### config.mk
export PLATFORM = sky130hd
export DESIGN_NAME = mont_mult_ctrl_flat
export DESIGN_NICKNAME = d
export VERILOG_FILES = /design/src/rtl/mont_mult_ctrl_if.sv /design/src/rtl/mont_mult_ctrl.sv /design/src/flat_wrapper.sv
export SDC_FILE = /design/constraint.sdc
export NUM_CORES = 1
export LEC_CHECK = 0
export ABC_CLOCK_PERIOD_IN_PS = 2300
export CORE_AREA = 2 2 39 41
export DETAILED_ROUTE_END_ITERATION = 10
export DIE_AREA = 0 0 41 43
export GPL_ROUTABILITY_DRIVEN = 1
export GPL_TIMING_DRIVEN = 0
export PLACE_DENSITY = 0.78
export SLEW_MARGIN = 20
export SYNTH_ARGS = -nofsm -noshare
export SYNTH_HDL_FRONTEND = slang
export SYNTH_SLANG_ARGS = --single-unit
### constraint.sdc
create_clock -name clk -period 2.3 [get_ports clk]
set_input_delay 0.69 -clock clk [delete_from_list [all_inputs] [get_ports clk]]
set_output_delay 0.69 -clock clk [all_outputs]
set_load 0.005 [all_outputs]
### src/rtl/mont_mult_ctrl_if.sv
// Handshake and strobe bundle between the modexp FSM, the Montgomery
// multiply sequencer and the multiplier datapath.
interface mont_mult_ctrl_if #(
  parameter int WIDTH = 8,
  parameter int CNT_W = $clog2(WIDTH)
);
  logic             start;
  logic             abort;
  logic             stall;
  logic             busy;
  logic             done;
  logic             sr_ena;
  logic             sr_clear_n;
  logic             sr_load;
  logic             acc_clear;
  logic             acc_step;
  logic             acc_final;
  logic [CNT_W-1:0] bit_idx;

  modport master (
    output start, abort, stall,
    input  busy, done, sr_ena, sr_clear_n, sr_load,
           acc_clear, acc_step, acc_final, bit_idx
  );

  modport slave (
    input  start, abort, stall,
    output busy, done, sr_ena, sr_clear_n, sr_load,
           acc_clear, acc_step, acc_final, bit_idx
  );
endinterface

### src/rtl/mont_mult_ctrl.sv
// Sequencer for one bit-serial Montgomery multiply: clears and loads the
// operand shift register, steps the accumulator WIDTH times, then finalises.
module mont_mult_ctrl #(
  parameter  int WIDTH = 8,
  localparam int CNT_W = $clog2(WIDTH)
) (
  input  logic             clk,
  input  logic             rstb,
  mont_mult_ctrl_if.slave  mm_io
);

  typedef enum logic [2:0] {
    S_IDLE  = 3'd0,
    S_CLEAR = 3'd1,
    S_LOAD  = 3'd2,
    S_ITER  = 3'd3,
    S_FINAL = 3'd4,
    S_DONE  = 3'd5
  } state_t;

  localparam logic [CNT_W-1:0] LAST_IDX = CNT_W'(WIDTH - 1);

  state_t           state_q, state_d;
  logic [CNT_W-1:0] cnt_q, cnt_d;

  // Moore flags registered from the next state; stall gates the strobes below.
  logic busy_q, done_q, ena_q, clr_q, load_q, aclr_q, step_q, fin_q;

  always_comb begin
    state_d = state_q;
    cnt_d   = cnt_q;
    if (mm_io.abort) begin
      state_d = S_IDLE;
      cnt_d   = '0;
    end else begin
      unique case (state_q)
        S_IDLE: begin
          cnt_d = '0;
          if (mm_io.start) state_d = S_CLEAR;
        end
        S_CLEAR: if (!mm_io.stall) state_d = S_LOAD;
        S_LOAD: begin
          if (!mm_io.stall) begin
            state_d = S_ITER;
            cnt_d   = '0;
          end
        end
        S_ITER: begin
          if (!mm_io.stall) begin
            if (cnt_q == LAST_IDX) state_d = S_FINAL;
            else                   cnt_d   = cnt_q + 1'b1;
          end
        end
        S_FINAL: if (!mm_io.stall) state_d = S_DONE;
        S_DONE: begin
          state_d = S_IDLE;
          cnt_d   = '0;
        end
        default: begin
          state_d = S_IDLE;
          cnt_d   = '0;
        end
      endcase
    end
  end

  always_ff @(posedge clk) begin
    if (!rstb) begin
      state_q <= S_IDLE;
      cnt_q   <= '0;
      busy_q  <= 1'b0;
      done_q  <= 1'b0;
      ena_q   <= 1'b0;
      clr_q   <= 1'b0;
      load_q  <= 1'b0;
      aclr_q  <= 1'b0;
      step_q  <= 1'b0;
      fin_q   <= 1'b0;
    end else begin
      state_q <= state_d;
      cnt_q   <= cnt_d;
      busy_q  <= (state_d != S_IDLE);
      done_q  <= (state_d == S_DONE);
      ena_q   <= (state_d == S_CLEAR) || (state_d == S_LOAD) || (state_d == S_ITER);
      clr_q   <= (state_d == S_CLEAR);
      load_q  <= (state_d == S_LOAD);
      aclr_q  <= (state_d == S_CLEAR);
      step_q  <= (state_d == S_ITER);
      fin_q   <= (state_d == S_FINAL);
    end
  end

  // Strobes only exist in CLEAR/LOAD/ITER/FINAL, so a plain stall mask suffices.
  assign mm_io.busy       = busy_q;
  assign mm_io.done       = done_q;
  assign mm_io.sr_ena     = ena_q  & ~mm_io.stall;
  assign mm_io.sr_clear_n = ~(clr_q & ~mm_io.stall);
  assign mm_io.sr_load    = load_q & ~mm_io.stall;
  assign mm_io.acc_clear  = aclr_q & ~mm_io.stall;
  assign mm_io.acc_step   = step_q & ~mm_io.stall;
  assign mm_io.acc_final  = fin_q  & ~mm_io.stall;
  assign mm_io.bit_idx    = cnt_q;

endmodule

### src/flat_wrapper.sv
// flat-port wrapper written by rule: the top's interface ports become plain ports
module mont_mult_ctrl_flat 
#(
  parameter  int WIDTH = 8,
  localparam int CNT_W = $clog2(WIDTH)
)
  (clk, rstb, mm_io_start, mm_io_abort, mm_io_stall, mm_io_busy, mm_io_done, mm_io_sr_ena, mm_io_sr_clear_n, mm_io_sr_load, mm_io_acc_clear, mm_io_acc_step, mm_io_acc_final, mm_io_bit_idx);
  mont_mult_ctrl_if #(.WIDTH(WIDTH)) mm_io_i ();
  input  logic clk;
  input  logic rstb;
  input wire logic [$bits(mm_io_i.start)-1:0] mm_io_start;
  input wire logic [$bits(mm_io_i.abort)-1:0] mm_io_abort;
  input wire logic [$bits(mm_io_i.stall)-1:0] mm_io_stall;
  output wire logic [$bits(mm_io_i.busy)-1:0] mm_io_busy;
  output wire logic [$bits(mm_io_i.done)-1:0] mm_io_done;
  output wire logic [$bits(mm_io_i.sr_ena)-1:0] mm_io_sr_ena;
  output wire logic [$bits(mm_io_i.sr_clear_n)-1:0] mm_io_sr_clear_n;
  output wire logic [$bits(mm_io_i.sr_load)-1:0] mm_io_sr_load;
  output wire logic [$bits(mm_io_i.acc_clear)-1:0] mm_io_acc_clear;
  output wire logic [$bits(mm_io_i.acc_step)-1:0] mm_io_acc_step;
  output wire logic [$bits(mm_io_i.acc_final)-1:0] mm_io_acc_final;
  output wire logic [$bits(mm_io_i.bit_idx)-1:0] mm_io_bit_idx;
  assign mm_io_i.start = mm_io_start;
  assign mm_io_i.abort = mm_io_abort;
  assign mm_io_i.stall = mm_io_stall;
  assign mm_io_busy = mm_io_i.busy;
  assign mm_io_done = mm_io_i.done;
  assign mm_io_sr_ena = mm_io_i.sr_ena;
  assign mm_io_sr_clear_n = mm_io_i.sr_clear_n;
  assign mm_io_sr_load = mm_io_i.sr_load;
  assign mm_io_acc_clear = mm_io_i.acc_clear;
  assign mm_io_acc_step = mm_io_i.acc_step;
  assign mm_io_acc_final = mm_io_i.acc_final;
  assign mm_io_bit_idx = mm_io_i.bit_idx;
  mont_mult_ctrl #(.WIDTH(WIDTH)) u_core (.clk(clk), .rstb(rstb), .mm_io(mm_io_i));
endmodule
Word-level counts from Yosys, hierarchy flattened
Index checks and enable logic that the tools add are counted.
{ "classes": {"n_mul": 0, "n_div": 0, "n_shift": 0, "n_reduce_logical": 7, "muxes": 12, "n_eq_ne": 13, "n_addsub": 1, "n_lt_le_gt_ge": 0, "bitwise_logic": 9} }
{ "ops": {"columns": ["op", "n"], "rows": [
  ["$mux 3", 10],
  ["$pmux 3 s5", 1],
  ["$eq 3x2->1 const B", 4],
  ["$eq 3x3->1 const B", 4],
  ["$pmux 3 s3", 1],
  ["$eq 3x1->1 const B", 2],
  ["$ne 2x2->1 const B", 3],
  ["$and 1x1->1", 5],
  ["$not 1->1", 4],
  ["$reduce_and 4->1", 1],
  ["$reduce_or 2->1", 2],
  ["$add 3x1->3 const B", 1],
  ["$logic_not 3->1", 1],
  ["$reduce_bool 3->1", 1],
  ["$logic_or 1x1->1", 2]
]} }
{ "totals": {"latch_bits": 0, "mem_bits_ro": 0, "word_cells": 51, "ram_bits": 0, "ff_bits": 13, "n_memories": 0} }

Depth between registers and ports, before layout
Gate-level depths: netlist of run 1.
{ "logic_depth": {"ltp_word": 8, "depth_mapped": 6} }

Worst setup path before layout of run 1
Ideal clock, no wire load.
{ "synth_timing": {"path_kind": "input-to-output", "start": "in mm_io_stall", "end": "out mm_io_acc_clear", "cell_stages": 3, "path_slack_ns": 0.583, "arrival_time_ns": 1.027, "path_cell_list": "buf_6 > nand2b_1 > inv_1"} }
{ "synth_via": {"elab_chain_cells": 2} }
{ "synth_lines": {"columns": ["element", "line_no", "rtl"], "rows": [
  ["start: declaration", "flat_wrapper.sv:13", "input wire logic [$bits(mm_io_i.stall)-1:0] mm_io_stall;"],
  ["$not 1->1", "mont_mult_ctrl.sv:99", "assign mm_io.acc_clear = aclr_q & ~mm_io.stall;"],
  ["$and 1x1->1", null, null],
  ["end: declaration", "flat_wrapper.sv:19", "output wire logic [$bits(mm_io_i.acc_clear)-1:0] mm_io_acc_clear;"]
]} }
No other way between the ends.

Worst setup path in the final report of run 1
Ends and elaborated chain as after synthesis.

==> summary.txt, run 1 <==
Outcome
  – Status: complete, no violations

Critical path
  – Worst path arrival time: roughly 1.4 ns
  – R2r setup slk: roughly 0.6 ns
  – FF-to-FF End: u_core.clr_q$_SDFF_PN0_
  – Required @ worst endpoint: between 1.5 and 2 ns
  – Critical path cell sequence: clkdlybuf4s15_2, buf_6, nand2b_1, inv_1, dlygate4sd2_1
  – WS Path Type: input pin to output port
  – Crit path max-delay family: buffers and inverters
  – Critical Path Fanout Max: 7
  – Startpoint Class: input pin
  – Critical Path Max Stage Delay: 0.22 ns
  – Slowest-stage cell, CP: dlygate4sd2_1
  – R2R depth: 6
  – R2r startpoint: u_core.mm_io.bit_idx[0]$_SDFFE_PP0P_
  – CP endpoint kind: output port
  – WP buf/inv: 4

Layout
  – Final Util: between 50% and 60%
  – Inserted Diodes: 0
  – Layout cell share with drive strength beyond 1: between 20% and 30%
  – Layout area overhead: 31.35%
  – Final Non-Filler Cells: around 100
  – Nets: 93

Placement
  – Hpwl dp: 810.4 microns
  – RD Place Congestion: roughly 0.8
  – Placed insts: 96
  – # port buffers: 15
  – Pre-CTS setup slack: -0.3718 ns

Route
  – Via density: ~5
  – Routed Antenna Nets: 0
  – Via Count: just over 500
  – Drt wl/cell: 10.72 microns
  – DRC: 0
  – DRT Pass-1 Iters: 4
  – Iter 0 DRT Violations: 5
  – Final wirelength: about 1100 microns

Synth
  – Netlist cell types: 31
  – Synth Warn #: 0
  – Area share of fa/ha/maj cells after synthesis: about 4%
  – Net Count, Synth: 72
  – Synth Area in Compound Gates: approximately an eighth
  – Post-Synth Simple-Gate Area: a little under a third
  – Synthesis-stage register bit count: 13
  – Post-synth top area cell: dfxtp_1
  – Avg Cell Area, Syn: about 9.7 sq um
  – Seq/Total Area, Yosys: about two fifths
  – Top-area cell type share of the netlist area: 41.27%
  – Synth Area in XOR/XNOR: 0%
  – Syn Std Cell Area: approximately 630 sq um
  – Top post-synthesis cells by area: dfxtp_1, nor2b_1, and2b_2
  – Largest family of logic cells by synthesized area: simple AND/OR/NAND/NOR gates
  – Mux cell area share after synthesis: ~1.6%
  – Synth Instances: 65

Die
  – Chip Height: between 40 and 50 microns
  – Core Area: about 0.0014 sq mm
  – Die area: roughly 0.0018 sq mm
  – Die width: ~40 microns
  – Effective utilization at floorplan: 45.57%
  – Row count: 14
  – IO Pins: 16

GRT
  – Largest net degree at the start of global routing: 11
  – Initial antenna violation count: 0
  – Via count of the first global-routing pass: between 400 and 500
  – Global-route wire length before repair: 1876 microns
  – GRT overflow: 0
  – GR Util All Layers: between 10% and 20%

STA
  – Measured slew at the worst slew-check pin: around 0.49 ns
  – Final Skew: roughly 0.004 ns
  – Slew Viols, Final: 0
  – Setup ws final: around 0.19 ns
  – Max Clk Rate: approximately 470 MHz
  – Finish-stage setup viols: 0
  – Final Hold Fails: 0
  – RSZ-0062 raised after global routing: no
  – Relative slew slack: about two thirds
  – Tcrit/Tclk final: about 92%
  – Minimum clock period after layout: 2.112 ns
  – Hold WS: about 0.55 ns

Power and ir drop
  – Leakage power: between 0.0003 and 0.0004 uW
  – Worst IR Drop VDD: 280.7 uV
  – Total power: 416.3 uW
  – Power Density: 502.7 mW/mm^2

Hold path
  – Hold depth: 2
  – Worst min-delay path category: register to register
  – Hold_sp: u_core.mm_io.bit_idx[1]$_SDFFE_PP0P_
  – Hold endpoint: u_core.mm_io.bit_idx[1]$_SDFFE_PP0P_

Clocking
  – Clock Pin Slew Worst Setup and Hold Paths: about 0.08 ns
  – CTS tree: done
  – Clk sinks: 13
  – Worst skew pair latency: around 0.28 ns
  – CTS Buf Count: 3
  – Max H-tree Level: 1
  – Max clock buf depth: 2
  – Clk root buf: clkbuf_4

Job
  – Max-cap viol count: 0
-- state kept, by name, summed over array words and instances, names as in the netlist --
| register | flops |
|---|---|
| u_core.ena_q | 1 |
| u_core.mm_io.bit_idx | 3 |
| u_core.mm_io.done | 1 |
| u_core.step_q | 1 |
| u_core.fin_q | 1 |
| u_core.mm_io.busy | 1 |
| u_core.clr_q | 1 |
| u_core.state_q | 3 |
| u_core.load_q | 1 |
-- cell families after synthesis --
group	Yosys count
muxes	1
AOI/OAI and AO/OA	11
and+or+nand+nor	31
buffers and inverters	7
DFF	13
adders and majority gates	2
-- cell usage after synthesis, drive strengths merged --
cell type,n
or3b,1
nor4,2
and2b,3
ha,2
dfxtp,13
nand3,1
mux2i,1
and4b,1
o31ai,1
and2,1
a21oi,2
or4,1
a22oi,2
o221ai,1
o32ai,1
nor2b,5
nor2,6
and3,1
nand2,3
o31a,1
o22a,1
nand2b,3
clkbuf,1
o21ai,1
inv,3
nor3,2
buf,3
a211oi,1
or2b,1
-- worst max-delay path by stage --
stage / slack, ns / from / cells after the start / endpoint
3_5_place_dp: -0.37 / mm_io_stall / 5 / mm_io_acc_clear
3_3_place_gp: -0.35 / mm_io_stall / 5 / mm_io_acc_clear
4_1_cts: 0.18 / mm_io_stall / 5 / mm_io_acc_clear
5_1_grt: 0.12 / mm_io_stall / 5 / mm_io_acc_clear
6_report: 0.19 / mm_io_stall / 5 / mm_io_acc_clear
2_1_floorplan: 0.58 / mm_io_stall / 3 / mm_io_acc_clear
-- worst register-to-register path, cell delays in order (launching register included) --
cell and delay [ns]:
dfxtp_1 0.34, ha_1 0.20, ha_1 0.21, and2b_2 0.23
o32ai_1 0.12, o22a_2 0.26, nor4_2 0.25
-- report_power, final --
part	internal, uW	leakage [uW]	total (uW)	switching (uW)
registers	229	0.000105	231	2.25
logic	24.6	0.000241	42.8	18.2
clock network	67.5	0.0000150	142	74.6
total	321	0.000361	416	95.1
-- per-layer routing --
metal	GRT usage (%)	wire length, microns	vias up
li1	-	-	271
met1	20.39	492	218
met2	23.13	521	12
met3	1.571	38	3
met4	14.00	31	0
met5	0	0	-
-- per-stage QoR --
stage	cell area, sq um	TNS, ns
floorplan	630.6	0
global placement	800.8	-1.797
detailed placement	800.8	-1.980
CTS	828.3	0
global route	828.3	0
finish	828.3	0
-- repair_timing --
action	in CTS	in global routing
hold buffers	0	0
hold endpoints to repair	0	0
resized for setup	9	0
setup endpoints to repair	6	0
setup buffers	1	0
-- cell type report --
| type | count | area [sq um] |
|---|---|---|
| fill | 128 | 555.5 |
| multi-input combinational | 45 | 315.3 |
| sequential | 13 | 260.3 |
| timing repair buffer | 16 | 151.4 |
| buffer | 4 | 43.79 |
| clock buffer | 4 | 26.28 |
| tap | 16 | 20.02 |
| inverter | 3 | 11.26 |
-- cell usage in the layout (no fill, tap or decap), drive strengths merged, types with 2 or more instances in the layout --
cell type | Yosys | final
ha | 2 | 2
nor2 | 6 | 6
dlygate4sd2 | 0 | 6
and2b | 3 | 3
nand2b | 3 | 3
a21oi | 2 | 2
a22oi | 2 | 2
nor3 | 2 | 2
clkdlybuf4s50 | 0 | 8
nor4 | 2 | 2
nand2 | 3 | 3
dfxtp | 13 | 13
buf | 3 | 4
nor2b | 5 | 5
clkbuf | 1 | 5
inv | 3 | 3
No activity file was read; power rests on OpenSTA's default activity.
==> run 2, diff against run 1 <==
--- a/config.mk
+++ b/config.mk
@@ -11,7 +11,7 @@
 export DIE_AREA = 0 0 41 43
 export GPL_ROUTABILITY_DRIVEN = 1
 export GPL_TIMING_DRIVEN = 0
-export PLACE_DENSITY = 0.78
+export PLACE_DENSITY_LB_ADDON = 0.3
 export SLEW_MARGIN = 20
 export SYNTH_ARGS = -nofsm -noshare
 export SYNTH_HDL_FRONTEND = slang
==> run 2 against run 1 <==
Against the previous run: fmax about the same; first-iteration DRC count rose by 100%; routed wire length rose by 7.2%; critical path type unchanged; combinational power grew 3%; register-to-register slack about the same.
==> summary.txt, run 2 (synthesized netlist as in run 1, its figures left out) <==
Outcome
  – Status: complete, no violations

Route
  – DRT Pass-1 Iters: 4
  – Final wirelength: 1161 microns
  – Drt wl/cell: about 11 microns
  – Iter 0 DRT Violations: 10
  – Via density: ~5.3
  – DRC: 0
  – Via Count: 539
  – Routed Antenna Nets: 0

Layout
  – Nets: 94
  – Final Util: ~60%
  – Fin area: roughly 840 sq um
  – Layout area overhead: 32.54%
  – Layout cell share with drive strength beyond 1: 24.42%
  – Commonest non-fill, non-tap cells in the layout: dfxtp_1, clkdlybuf4s50_1, nor2_1, dlygate4sd2_1, nor2b_1
  – Commonest non-fill, non-tap cell in the layout: dfxtp_1
  – Inserted Diodes: 0

Power and ir drop
  – Internal: 322.0 uW
  – Clock group share of total power: between 30% and 40%
  – Power Density: 502.3 mW/mm^2
  – Flop pwr share: a little under three fifths
  – P_sw: approximately 100 uW
  – Worst IR Drop VDD: between 300 and 400 uV
  – Leakage power: between 0.0003 and 0.0004 uW
  – Sw frac: between 20% and 30%
  – Logic pwr share: between 10% and 20%

GRT
  – GRT overflow: 0
  – Largest net degree at the start of global routing: 11
  – Via count of the first global-routing pass: 471
  – Initial antenna violation count: 0
  – GR Util All Layers: ~17%
  – Global-route wire length before repair: about 2000 microns

Clocking
  – CTS Buf Count: 3
  – Max H-tree Level: 1
  – CTS tree: done
  – Clk sinks: 13
  – Clk root buf: clkbuf_4
  – Clock Pin Slew Worst Setup and Hold Paths: around 0.080 ns
  – Max clock buf depth: 2
  – Worst skew pair latency: 0.28 ns

Critical path
  – Required @ worst endpoint: approximately 1.6 ns
  – Slowest-stage cell, CP: dlygate4sd2_1
  – Critical Path Max Stage Delay: around 0.22 ns
  – Critical path cell sequence: clkdlybuf4s15_2, buf_6, nand2b_1, inv_1, dlygate4sd2_1
  – R2R depth: 6
  – CP endpoint kind: output port
  – Crit path depth: 5
  – WS Path Type: input pin to output port
  – R2r startpoint: u_core.mm_io.bit_idx[0]$_SDFFE_PP0P_
  – Worst path arrival time: between 1 and 1.5 ns
  – WP buf/inv: 4
  – Crit path max-delay family: buffers and inverters
  – FF-to-FF End: u_core.clr_q$_SDFF_PN0_
  – Startpoint Class: input pin
  – R2r setup slk: approximately 0.60 ns
  – Critical Path Fanout Max: 7

Placement
  – Post-DP Area: 800.8 sq um
  – Pre-CTS setup slack: -0.3720 ns
  – # port buffers: 15
  – Hpwl dp: 828.7 microns
  – RD Place Congestion: approximately 0.8

STA
  – Post-Route Setup TNS: 0 ns
  – Measured slew at the worst slew-check pin: about 0.50 ns
  – Final Skew: between 0.0015 and 0.002 ns
  – Hold WS: between 0.5 and 0.6 ns
  – RSZ-0062 raised after global routing: no
  – Slew Viols, Final: 0
  – Max Clk Rate: 473.3 MHz
  – Finish-stage setup viols: 0
  – Minimum clock period after layout: around 2.1 ns
  – Tcrit/Tclk final: around 90%
  – Setup ws final: between 0.15 and 0.2 ns
  – Relative slew slack: between 60% and 70%
  – Final Hold Fails: 0

Job
  – Max-cap viol count: 0

Hold path
  – Worst min-delay path category: register to register
  – Hold_sp: u_core.mm_io.bit_idx[0]$_SDFFE_PP0P_
  – Hold endpoint: u_core.mm_io.bit_idx[0]$_SDFFE_PP0P_
  – Hold depth: 2

Die
  – Die area: about 0.0018 sq mm
  – Core Area: between 0.001 and 0.0015 sq mm
  – Row count: 14
  – IO Pins: 16
  – Chip Height: between 40 and 50 microns
  – Effective utilization at floorplan: 45.57%
  – Die width: between 40 and 50 microns
## run 2: final cells by class
class | instances | area [sq um]
inverter | 3 | 11.26
timing repair buffer | 17 | 158.9
tap | 16 | 20.02
buffer | 4 | 43.79
multi-input combinational | 45 | 315.3
sequential | 13 | 260.3
clock buffer | 4 | 26.28
fill | 118 | 548.0
## run 2: tightest hold or removal path, delay by kind of cell, from the launching register on
| family | cells | cell delay [ns] |
|---|---|---|
| mux | 1 | 0.12 |
| flops | 1 | 0.34 |
| simple gates | 1 | 0.07 |
## run 2: worst max path at each step
stage | startpoint | to | slack (ns)
4_1_cts | mm_io_stall | mm_io_acc_clear | 0.18
2_1_floorplan | mm_io_stall | mm_io_acc_clear | 0.58
3_5_place_dp | mm_io_stall | mm_io_acc_clear | -0.37
6_report | mm_io_stall | mm_io_acc_clear | 0.19
3_3_place_gp | mm_io_stall | mm_io_acc_clear | -0.36
5_1_grt | mm_io_stall | mm_io_acc_clear | 0.12
## run 2: what timing repair did
item,in CTS,in global routing
setup endpoints to repair,6,0
gates resized for setup,9,0
setup buffers,2,0
hold buffers,0,0
## run 2: power by group through the flow
stage / Clock (uW) / Combinational, uW / Sequential, uW
after floorplan: 0 / 25.6 / 236
after global placement: 0 / 42.9 / 237
after detailed placement: 0 / 43.3 / 237
after CTS: 150 / 44.6 / 232
after global routing: 159 / 48.4 / 232
final: 144 / 44.1 / 232
## run 2: metal layers
| layer | vias to the layer above | global-route usage (%) | routed length (microns) |
|---|---|---|---|
| met2 | 15 | 25.00 | 589 |
| met1 | 251 | 20.53 | 506 |
| met5 | - | 0 | 0 |
| met4 | 0 | 14.00 | 14 |
| met3 | 2 | 3.141 | 50 |
| li1 | 271 | - | - |
## run 2: metrics by stage
step | power (uW) | instances
global route | 439.2 | 102
global placement | 279.6 | 96
detailed placement | 280.3 | 96
floorplan | 262.0 | 65
finish | 419.8 | 102
CTS | 426.4 | 102
